<file path="config.mk">
export PLATFORM = sky130hd
export DESIGN_NAME = eth_mii_tx_arbiter
export DESIGN_NICKNAME = d
export VERILOG_FILES = /design/src/rtl/eth_mii_tx_arbiter.sv
export SDC_FILE = /design/constraint.sdc
export NUM_CORES = 1
export LEC_CHECK = 0
export ABC_AREA = 1
export CAP_MARGIN = 20
export CELL_PAD_IN_SITES_DETAIL_PLACEMENT = 0
export CELL_PAD_IN_SITES_GLOBAL_PLACEMENT = 1
export CORE_ASPECT_RATIO = 2
export CORE_MARGIN = 3
export CORE_UTILIZATION = 35
export CTS_BUF_LIST = sky130_fd_sc_hd__clkbuf_4
export DETAILED_ROUTE_END_ITERATION = 10
export PLACE_DENSITY = 0.8
export SYNTH_ARGS = -nofsm -noshare
export SYNTH_HDL_FRONTEND = slang
export SYNTH_SLANG_ARGS = --single-unit
</file>
<file path="constraint.sdc">
create_clock -name eth_mac_clock -period 2.1 [get_ports eth_mac_clock]
set_input_delay 0.42 -clock eth_mac_clock [delete_from_list [all_inputs] [get_ports eth_mac_clock]]
set_output_delay 0.42 -clock eth_mac_clock [all_outputs]
set_load 0.03 [all_outputs]
</file>
<file path="src/rtl/eth_mii_tx_arbiter.sv">
// Two-source MII transmit arbiter: round-robin per frame, emits preamble/SFD/payload nibbles
// (low nibble first) and enforces the inter-frame gap before re-arbitrating.
module eth_mii_tx_arbiter #(
    parameter int PRE_NIBBLES = 15,
    parameter int IFG_NIBBLES = 24
) (
    input  logic       eth_mac_clock,
    input  logic       eth_mac_rst,
    input  logic [7:0] src0_data,
    input  logic       src0_valid,
    input  logic       src0_last,
    output logic       src0_ready,
    input  logic [7:0] src1_data,
    input  logic       src1_valid,
    input  logic       src1_last,
    output logic       src1_ready,
    output logic [3:0] eth_mii_txd,
    output logic       eth_mii_tx_en,
    output logic       eth_mii_tx_er,
    output logic [1:0] grant,
    output logic       underrun
);

    localparam int CNT_MAX = (PRE_NIBBLES > IFG_NIBBLES) ? PRE_NIBBLES : IFG_NIBBLES;
    localparam int CNT_W   = $clog2(CNT_MAX + 1);

    typedef enum logic [2:0] {
        S_IDLE,
        S_PREAMBLE,
        S_SFD,
        S_DATA_LO,
        S_DATA_HI,
        S_IFG
    } state_t;

    state_t             r_state;
    logic [CNT_W-1:0]   r_cnt;
    logic [7:0]         r_hold;
    logic               r_hold_last;
    logic [1:0]         r_last_grant;
    logic [1:0]         r_grant;
    logic [3:0]         r_txd;
    logic               r_tx_en;
    logic               r_tx_er;
    logic               r_underrun;

    logic [1:0]         w_req;
    logic [1:0]         w_win;
    logic               w_fetch;
    logic               w_sel_valid;
    logic [7:0]         w_sel_data;
    logic               w_sel_last;

    assign w_req = {src1_valid, src0_valid};

    // On a tie the source that did not own the previous frame wins.
    always_comb begin
        w_win = w_req;
        if (w_req == 2'b11)
            w_win = (r_last_grant == 2'b01) ? 2'b10 : 2'b01;
    end

    assign w_fetch     = (r_state == S_SFD) || ((r_state == S_DATA_HI) && !r_hold_last);
    assign src0_ready  = r_grant[0] & w_fetch;
    assign src1_ready  = r_grant[1] & w_fetch;

    assign w_sel_valid = r_grant[1] ? src1_valid : src0_valid;
    assign w_sel_data  = r_grant[1] ? src1_data  : src0_data;
    assign w_sel_last  = r_grant[1] ? src1_last  : src0_last;

    always_ff @(posedge eth_mac_clock) begin
        if (eth_mac_rst) begin
            r_state      <= S_IDLE;
            r_cnt        <= '0;
            r_hold       <= '0;
            r_hold_last  <= 1'b0;
            r_last_grant <= 2'b10;
            r_grant      <= 2'b00;
            r_txd        <= 4'h0;
            r_tx_en      <= 1'b0;
            r_tx_er      <= 1'b0;
            r_underrun   <= 1'b0;
        end else begin
            r_underrun <= 1'b0;
            case (r_state)
                S_IDLE: begin
                    r_txd   <= 4'h0;
                    r_tx_en <= 1'b0;
                    if (|w_req) begin
                        r_last_grant <= w_win;
                        r_grant      <= w_win;
                        r_tx_en      <= 1'b1;
                        r_txd        <= 4'h5;
                        r_cnt        <= CNT_W'(1);
                        r_state      <= S_PREAMBLE;
                    end
                end
                S_PREAMBLE: begin
                    if (r_cnt == CNT_W'(PRE_NIBBLES)) begin
                        r_txd   <= 4'hD;
                        r_state <= S_SFD;
                    end else begin
                        r_cnt <= r_cnt + 1'b1;
                    end
                end
                S_SFD, S_DATA_HI: begin
                    if ((r_state == S_DATA_HI) && r_hold_last) begin
                        r_tx_en <= 1'b0;
                        r_txd   <= 4'h0;
                        r_grant <= 2'b00;
                        r_cnt   <= CNT_W'(1);
                        r_state <= S_IFG;
                    end else if (w_sel_valid) begin
                        r_hold      <= w_sel_data;
                        r_hold_last <= w_sel_last;
                        r_txd       <= w_sel_data[3:0];
                        r_state     <= S_DATA_LO;
                    end else begin
                        // Error nibble keeps tx_en high; the gap count starts after it.
                        r_txd      <= 4'h0;
                        r_tx_er    <= 1'b1;
                        r_underrun <= 1'b1;
                        r_cnt      <= '0;
                        r_state    <= S_IFG;
                    end
                end
                S_DATA_LO: begin
                    r_txd   <= r_hold[7:4];
                    r_state <= S_DATA_HI;
                end
                S_IFG: begin
                    r_tx_en <= 1'b0;
                    r_tx_er <= 1'b0;
                    r_txd   <= 4'h0;
                    r_grant <= 2'b00;
                    if (r_cnt == CNT_W'(IFG_NIBBLES))
                        r_state <= S_IDLE;
                    else
                        r_cnt <= r_cnt + 1'b1;
                end
                default: r_state <= S_IDLE;
            endcase
        end
    end

    assign eth_mii_txd   = r_txd;
    assign eth_mii_tx_en = r_tx_en;
    assign eth_mii_tx_er = r_tx_er;
    assign grant         = r_grant;
    assign underrun      = r_underrun;

endmodule

</file>
==> impl_metrics.tcl, run 1 <==
set metrics [dict create \
    grt_pass1_wl_um 6100 \
    crit-reg2reg-launch "r_cnt[0]$_SDFFE_PP0P_" \
    drive_gt1_frac 0.112 \
    hold_start "eth_mii_tx_er$_SDFFE_PP0P_" \
    maxCapViolCount 0 \
    drt_first_pass_iters 4 \
    end_kind "primary output" \
    cts_sinks 24 \
    synth.area.top_cells "dfxtp_1 34%, nand2_1 15%, nor2_1 7.5%" \
    grt_pass1_vias 1394 \
    routabilityCongestion 0.887 \
    finalHoldViolCount 0 \
    vias 1429 \
    numCtsBuffers 3 \
    cp-start-kind "flop" \
    rows 32 \
    ys_warn_count 0 \
    ys_seq_elements 24 \
    ioPinCount 33 \
    diodes 0 \
    hold_class "flop to flop" \
    required_ns 1.68 \
    path_class "flop to primary output" \
    cts.reportedPaths.clkPinSlew_ns 0.14 \
    p_per_area_nw_per_um2 642 \
    relSlewSlack 0.660 \
    power_leakage_nw 0.817 \
    clkLatencyLatePin_ns 0.32 \
    async_flop_share 0 \
    outcome "completed" \
    drc_errors 0 \
    fmax_mhz 499 \
    initial_core_util 0.366 \
    dieArea_um2 4860 \
    antenna_left 0 \
    synth_most_common_cell "nand2_1" \
    timing.hold.ws_ns 0.457 \
    routed_wl_um 3740 \
    synth-edff-count 0 \
    fin_nets 276 \
    htreeDepth 1 \
    grt-ovfl-total 0 \
    synthDistinctLibCells 29 \
    yosys-top-cells-count "58 x nand2_1, 28 x nor2_1, 24 x dfxtp_1" \
    fin_setup_tns_ns 0 \
    area_growth_pct 30.4 \
    cts_tree "yes" \
    critPathLaunch "r_state[0]$_SDFFE_PP0P_" \
    chipHeight_um 95.6 \
    place_hpwl_um 3090 \
    final.fill_count 430 \
    utilization 0.477 \
    synth_ff_type "dfxtp_1" \
    vias_per_cell 4.75 \
    syn_area_um2 1410 \
    cp_max_fo 6 \
    skew_ns 0.0101 \
    yosys.area.top_type "dfxtp_1" \
    fp.dieW_um 50.8 \
    cts-root-buf "clkbuf_4" \
    drt_iter0_markers 32 \
    coreArea_um2 3840 \
    synth.net_count 237 \
    antenna_found_initial 0 \
    postCtsSetupRepairBufs 0 \
    rsz0062_at_grt "no" \
    tightest_slew_ns 0.510 \
    track_usage 0.168 \
    wl_per_cell_um 12.4 \
    cts_buffer_depth 2 \
    ys_seq_area_frac 0.342 \
    synth_top_area_share 0.342 \
    syn_inst 212 \
    period_needed_ns 2.00 \
    syn-mean-instance-area_um2 6.63 \
    arrival_ns 1.58 \
    period_share 0.954 \
    port_buffers 32 \
    grt_max_degree 18 \
    drv_slew 0 \
    finalSetupViolCount 0 \
    ir_drop_mv 0.357 \
]
==> through the flow <==
step	setup WS, ns	instances	power [W]	instance area [µm²]
finish	0.0960	301	0.00118	1830
global route	0.00356	301	0.00126	1830
CTS	0.0148	301	0.00119	1830
detailed placement	0.112	297	0.000985	1810
global placement	0.146	297	0.000980	1810
floorplan	0.489	212	0.000826	1410
==> final timing paths <==
check                                                  end  slack, ns  cells past startpoint
worst max-delay path                            src0_ready        0.1                      6
worst min-delay path            eth_mii_tx_er$_SDFFE_PP0P_       0.46                      2
worst max register to register       r_cnt[3]$_SDFFE_PP0P_       0.31                     11
worst min register to register  eth_mii_tx_er$_SDFFE_PP0P_       0.46                      2
==> layout make-up <==
| class | instances | area, µm² | area share |
|---|---|---|---|
| clock buffer | 3 | 22.5 | 0.0123 |
| clock inverter | 1 | 3.75 | 0.00205 |
| inverter | 28 | 105 | 0.0573 |
| multi-input combinational | 154 | 781 | 0.426 |
| sequential | 24 | 482 | 0.263 |
| tap | 51 | 63.8 | 0.0348 |
| timing repair buffer | 40 | 377 | 0.205 |
==> flip-flops by register name, summed over array words and instances, names as in the netlist <==
register and flops:
eth_mii_tx_en 1, eth_mii_tx_er 1, eth_mii_txd 4, grant 2
r_cnt 5, r_hold 4, r_hold_last 1, r_last_grant 2
r_state 3, underrun 1
==> worst max-delay path, cell delays in order (launching register included) <==
cell and delay, ns:
dfxtp_1 0.41, inv_2 0.12, nand3_2 0.11, nand2_1 0.10, inv_1 0.05, nor2_1 0.07
dlygate4sd2_1 0.40
==> cell families after synthesis <==
kind of cell             count (synthesis)  share of synthesized area
adder cells (fa/ha/maj)                  3                     0.0267
AO/OA/AOI/OAI                           33                      0.133
AND/OR/NAND/NOR                        115                      0.374
flip-flops                              24                      0.342
buffers and inverters                   34                      0.103
multiplexers                             3                     0.0214
==> what timing repair did <==
item | CTS | global route
hold endpoints to repair | 0 | 0
hold buffers | 0 | 0
endpoints found under the setup margin | 1 | 1
resized for setup | 1 | 1
==> layer usage <==
layer	track usage	up-vias	share of wire
met5	0	-	0
met3	0.0172	12	0.028
met1	0.154	628	0.36
li1	-	758	-
met4	0.0966	0	0.044
met2	0.341	31	0.57
==> report_power, final <==
group	switching [W]	internal [W]	total, W
clock network	0.000139	0.0000695	0.000209
registers	0.0000372	0.000506	0.000543
logic	0.000246	0.000180	0.000426
total	0.000422	0.000756	0.00118
==> cells in the final DEF, fill, tap and decap left out, drive strengths merged <==
cell / Yosys / layout
nand2: 60 / 60
buf: 4 / 9
clkdlybuf4s50: 0 / 30
a21oi: 11 / 11
a211oi: 1 / 1
nor2: 31 / 31
o21a: 4 / 4
mux2i: 3 / 3
dlygate4sd2: 0 / 1
or2: 1 / 1
nor3: 2 / 2
ha: 3 / 3
nand3: 15 / 15
dfxtp: 24 / 24
a31oi: 1 / 1
clkbuf: 2 / 3
clkinv: 1 / 2
o211ai: 2 / 2
inv: 27 / 27
o21ai: 14 / 14
nand4: 6 / 6
(Power assumes the default switching activity.)
==> run 2: changes to the inputs <==
--- a/config.mk
+++ b/config.mk
@@ -11,10 +11,11 @@
 export CELL_PAD_IN_SITES_GLOBAL_PLACEMENT = 1
 export CORE_ASPECT_RATIO = 2
 export CORE_MARGIN = 3
-export CORE_UTILIZATION = 35
+export CORE_UTILIZATION = 36
 export CTS_BUF_LIST = sky130_fd_sc_hd__clkbuf_4
+export CTS_CLUSTER_DIAMETER = 150
 export DETAILED_ROUTE_END_ITERATION = 10
-export PLACE_DENSITY = 0.8
+export PLACE_DENSITY = 0.82
 export SYNTH_ARGS = -nofsm -noshare
 export SYNTH_HDL_FRONTEND = slang
 export SYNTH_SLANG_ARGS = --single-unit
==> run 2 against run 1 <==
Against the previous run:
- critical path depth is 5 lower
- global-route usage increased by 1.0 points
- sequential share of layout area rose by 0.47 points
- final cell count is 2.0% lower
- non-clock buffer count shrank 3
- power decreased by 0.92%
==> impl_metrics.tcl, run 2 (synthesis results as in run 1) <==
set metrics [dict create \
    cts_buffer_depth 2 \
    drive_gt1_frac 0.106 \
    mostFrequentLayoutCell "nand2_1" \
    p_per_area_nw_per_um2 648 \
    regArea_um2 482 \
    hold_class "flop to flop" \
    final.fill_count 412 \
    area_growth_pct 28.1 \
    required_ns 1.68 \
    drt_iter0_markers 36 \
    drc_errors 0 \
    cp_slowest_cell "clkdlybuf4s50_1" \
    cp-start-kind "flop" \
    reg2reg_slack_ns 0.35 \
    cts-root-buf "clkbuf_4" \
    vias_per_cell 4.83 \
    htreeDepth 1 \
    pwr-share-comb 0.361 \
    internal_power_w 0.000749 \
    rows 31 \
    diodes 0 \
    antenna_left 0 \
    outcome "completed" \
    largest_register_ffs 5 \
    finalHoldViolCount 0 \
    switchingPower_w 0.000418 \
    ir_drop_mv 0.299 \
    drt_first_pass_iters 4 \
    utilization 0.489 \
    cts_sinks 24 \
    multi_input_area_um2 781 \
    swShare 0.358 \
    crit-reg2reg-launch "r_cnt[1]$_SDFFE_PP0P_" \
    postCtsSetupRepairBufs 0 \
    largest_register "r_cnt" \
    fmax_mhz 494 \
    fin_nets 273 \
    vias 1426 \
    fp.dieW_um 50.2 \
    cp_max_fo 8 \
    cp_cell_sequence "clkdlybuf4s50_1" \
    rsz0062_at_grt "no" \
    hold_start "eth_mii_tx_er$_SDFFE_PP0P_" \
    maxCapViolCount 0 \
    track_usage 0.179 \
    initial_core_util 0.382 \
    grt-ovfl-total 0 \
    period_needed_ns 2.02 \
    grt_max_degree 18 \
    dp_slack_ns 0.120 \
    drv_slew 0 \
    port_buffers 32 \
    coreArea_um2 3680 \
    cts_tree "yes" \
    grt_pass1_vias 1422 \
    period_share 0.964 \
    rr_worst_depth 11 \
    r2r-end "r_cnt[3]$_SDFFE_PP0P_" \
    tightest_slew_ns 0.499 \
    path_class "flop to primary output" \
    wl_per_cell_um 12.9 \
    arrival_ns 1.60 \
    finalSetupViolCount 0 \
    relSlewSlack 0.667 \
    final_cell_mix "58 x nand2_1, 30 x clkdlybuf4s50_1, 28 x nor2_1, 23 x inv_1, 23 x dfxtp_1" \
    hold_buffers 0 \
    power_leakage_nw 0.799 \
    place_hpwl_um 3060 \
    max_stage_delay_ns 0.74 \
    cts.reportedPaths.clkPinSlew_ns 0.13 \
    chipHeight_um 94.4 \
    whs_path_depth 2 \
    p_seq_frac 0.467 \
    antenna_found_initial 0 \
    grt_pass1_wl_um 6460 \
    critPathBufInv 1 \
    worst_slack_ns 0.0754 \
    clkPwrFrac 0.172 \
    routed_wl_um 3790 \
    critPathTopFamily "buffers and inverters" \
    skew_ns 0.00427 \
    holdPathEnd "eth_mii_tx_er$_SDFFE_PP0P_" \
    routabilityCongestion 0.952 \
    dieArea_um2 4740 \
    fin_setup_tns_ns 0 \
    ioPinCount 33 \
    numCtsBuffers 3 \
    end_kind "primary output" \
    clkLatencyLatePin_ns 0.31 \
]
run 2: repair_timing:
item                                    CTS  global route
hold endpoints to repair                  0             0
resized for setup                         2             2
endpoints found under the setup margin    1             1
run 2: final cells by class:
class	count	area share
Sequential cell	24	0.267
Clock buffer	3	0.0125
Inverter	28	0.0583
Tap cell	49	0.0340
Multi-Input combinational cell	154	0.433
Timing Repair Buffer	37	0.194
run 2: routing by layer:
layer	routed length, µm	vias to the layer above	GRT usage
li1	-	748	-
met1	1460	635	0.189
met2	2070	33	0.333
met3	129	10	0.0190
met4	134	0	0.0947
met5	0	-	0
run 2: power groups by stage:
stage | Clock (W) | Combinational, W | Sequential (W)
after global placement | 0 | 0.000423 | 0.000554
after CTS | 0.000215 | 0.000427 | 0.000545
after global routing | 0.000220 | 0.000477 | 0.000552
after detailed placement | 0 | 0.000426 | 0.000555
after floorplan | 0 | 0.000243 | 0.000583
final | 0.000201 | 0.000421 | 0.000545
run 2: through the flow:
stage	hold slack [ns]	area [µm²]	cells	total power, W
finish	0.468	1800	295	0.00117
global route	0.509	1800	295	0.00125
CTS	0.467	1810	295	0.00119
detailed placement	0.447	1780	292	0.000980
global placement	0.446	1780	292	0.000977
floorplan	0.427	1410	212	0.000826
run 2: worst max path at each step:
stage,from,endpoint,slack (ns),depth (start not counted)
floorplan,r_state[1]$_SDFFE_PP0P_,src0_ready,0.49,6
global placement,r_state[2]$_SDFFE_PP0P_,src0_ready,0.14,5
detailed placement,r_state[2]$_SDFFE_PP0P_,src0_ready,0.12,5
CTS,grant[1]$_SDFFE_PP0P_,grant[1],0.06,1
global route,grant[1]$_SDFFE_PP0P_,grant[1],0.03,1
finish,grant[1]$_SDFFE_PP0P_,grant[1],0.08,1
==> run 3: changes to the inputs <==
--- a/config.mk
+++ b/config.mk
@@ -11,11 +11,12 @@
 export CELL_PAD_IN_SITES_GLOBAL_PLACEMENT = 1
 export CORE_ASPECT_RATIO = 2
 export CORE_MARGIN = 3
-export CORE_UTILIZATION = 36
+export CORE_UTILIZATION = 38
 export CTS_BUF_LIST = sky130_fd_sc_hd__clkbuf_4
 export CTS_CLUSTER_DIAMETER = 150
 export DETAILED_ROUTE_END_ITERATION = 10
-export PLACE_DENSITY = 0.82
+export PLACE_DENSITY = 0.86
+export SLEW_MARGIN = 0
 export SYNTH_ARGS = -nofsm -noshare
 export SYNTH_HDL_FRONTEND = slang
 export SYNTH_SLANG_ARGS = --single-unit
==> constraint.sdc (replaced) <==
create_clock -name eth_mac_clock -period 2.4 [get_ports eth_mac_clock]
set_input_delay 0.48 -clock eth_mac_clock [delete_from_list [all_inputs] [get_ports eth_mac_clock]]
set_output_delay 0.48 -clock eth_mac_clock [all_outputs]
set_load 0.03 [all_outputs]
==> run 3 against run 2 <==
Against the previous run:
- critical path depth rose by 5
- sequential power fell by 12%
- register-to-register slack improved by 0.28 ns
- design area fell by 0.69%
- setup slack improved by 0.10 ns
- global-route usage fell by 0.091 points
- critical endpoint is now src1_ready
- highest routed layer unchanged
==> impl_metrics.tcl, run 3 (synthesis results as in run 1) <==
set metrics [dict create \
    outcome "completed" \
    ir_drop_mv 0.291 \
    tightest_slew_ns 0.501 \
    met1_usage 0.186 \
    fin_setup_tns_ns 0 \
    fp.dieW_um 49.0 \
    largest_register_ffs 5 \
    chipHeight_um 92.0 \
    arrival_ns 1.74 \
    cp-start-kind "flop" \
    clkLatencyLatePin_ns 0.31 \
    stdcell_count 292 \
    grt_pass1_vias 1396 \
    antenna_found_initial 0 \
    power_leakage_nw 0.794 \
    period_needed_ns 2.22 \
    diodes 0 \
    mostFrequentLayoutCell "nand2_1" \
    cts_resized 2 \
    grtUsageMet2 0.331 \
    cts_sinks 24 \
    fmax_mhz 450 \
    drc_errors 0 \
    relSlewSlack 0.666 \
    wl_per_cell_um 12.5 \
    path_class "flop to primary output" \
    maxCapViolCount 0 \
    required_ns 1.92 \
    vias_per_cell 4.79 \
    drt_iter0_markers 16 \
    finalSetupViolCount 0 \
    initial_core_util 0.403 \
    antenna_left 0 \
    dp_cells 289 \
    cts-root-buf "clkbuf_4" \
    grt_pass1_wl_um 6180 \
    htreeDepth 1 \
    dieArea_um2 4510 \
    largest_register "r_cnt" \
    grt_max_degree 18 \
    routabilityCongestion 0.881 \
    cp_max_fo 8 \
    track_usage 0.178 \
    rows 30 \
    finalHoldViolCount 0 \
    end_kind "primary output" \
    drv_slew 0 \
    p_per_area_nw_per_um2 567 \
    port_buffers 32 \
    cts.reportedPaths.clkPinSlew_ns 0.13 \
    period_share 0.925 \
    routed_wl_um 3640 \
    vias 1398 \
    fin_nets 271 \
    hold_class "flop to flop" \
    cts_buffer_depth 2 \
    rsz0062_at_grt "no" \
    drive_gt1_frac 0.0861 \
    place_hpwl_um 2960 \
    postCtsSetupRepairBufs 0 \
    final_cell_mix "58 x nand2_1, 30 x clkdlybuf4s50_1, 28 x nor2_1, 24 x dfxtp_1, 23 x inv_1" \
    ioPinCount 33 \
    use_met3 0.0179 \
    drt_first_pass_iters 4 \
    coreArea_um2 3490 \
    cts_tree "yes" \
    numCtsBuffers 3 \
    busiest_layer "met2" \
    grt-ovfl-total 0 \
    skew_ns 0.00293 \
    area_growth_pct 27.2 \
    hold_buffers 0 \
]
==> run 3: cell count changes in the layout (fill, tap and decap cells not counted) <==
cell,delta
buf_4,-3
clkbuf_2,-1
dfxtp_1,+1
dfxtp_2,-1
dlygate4sd2_1,+2
==> run 3: area by class of cell <==
class                      instances  area, µm²
tap                               48       60.1
multi-input combinational        154        781
sequential                        24        480
timing repair buffer              35        340
clock buffer                       3       22.5
inverter                          28        105
fill                             385       1700
==> run 3: power by group <==
part	total (W)	switching, W	internal, W
Clock	0.000177	0.000118	0.0000587
Sequential	0.000477	0.0000348	0.000443
Combinational	0.000360	0.000211	0.000149
Total	0.00101	0.000364	0.000650
==> run 3: final timing paths <==
check | start | end | slack [ns] | cells after the start
setup reg to reg | r_cnt[1]$_SDFFE_PP0P_ | r_cnt[3]$_SDFFE_PP0P_ | 0.63 | 11
hold / removal | eth_mii_tx_er$_SDFFE_PP0P_ | eth_mii_tx_er$_SDFFE_PP0P_ | 0.45 | 2
hold reg to reg | eth_mii_tx_er$_SDFFE_PP0P_ | eth_mii_tx_er$_SDFFE_PP0P_ | 0.45 | 2
setup / recovery | r_state[1]$_SDFFE_PP0P_ | src1_ready | 0.18 | 6
==> run 3: worst max-delay path, cell delays in order, from the launching register on <==
cell           delay, ns
dfxtp_1             0.45
nor2_4              0.21
nand3_1             0.14
nand2_1             0.10
inv_1               0.05
nor2_1              0.07
dlygate4sd2_1       0.41
==> run 3: through the flow <==
| stage | instance area, µm² | power (W) | utilization | hold WS (ns) | setup slack (ns) |
|---|---|---|---|---|---|
| finish | 1790 | 0.00101 | 0.513 | 0.455 | 0.180 |
| global route | 1790 | 0.00110 | 0.513 | 0.484 | 0.0614 |
| CTS | 1790 | 0.00103 | 0.513 | 0.458 | 0.158 |
| detailed placement | 1770 | 0.000849 | 0.507 | 0.438 | 0.248 |
| global placement | 1770 | 0.000847 | 0.507 | 0.435 | 0.257 |
| floorplan | 1410 | 0.000723 | - | 0.427 | 0.729 |
==> run 3: routing by layer <==
metal,part of all wire,vias to the layer above
met5,0,-
met4,0.036,0
met3,0.022,12
met2,0.55,25
met1,0.40,615
li1,-,746
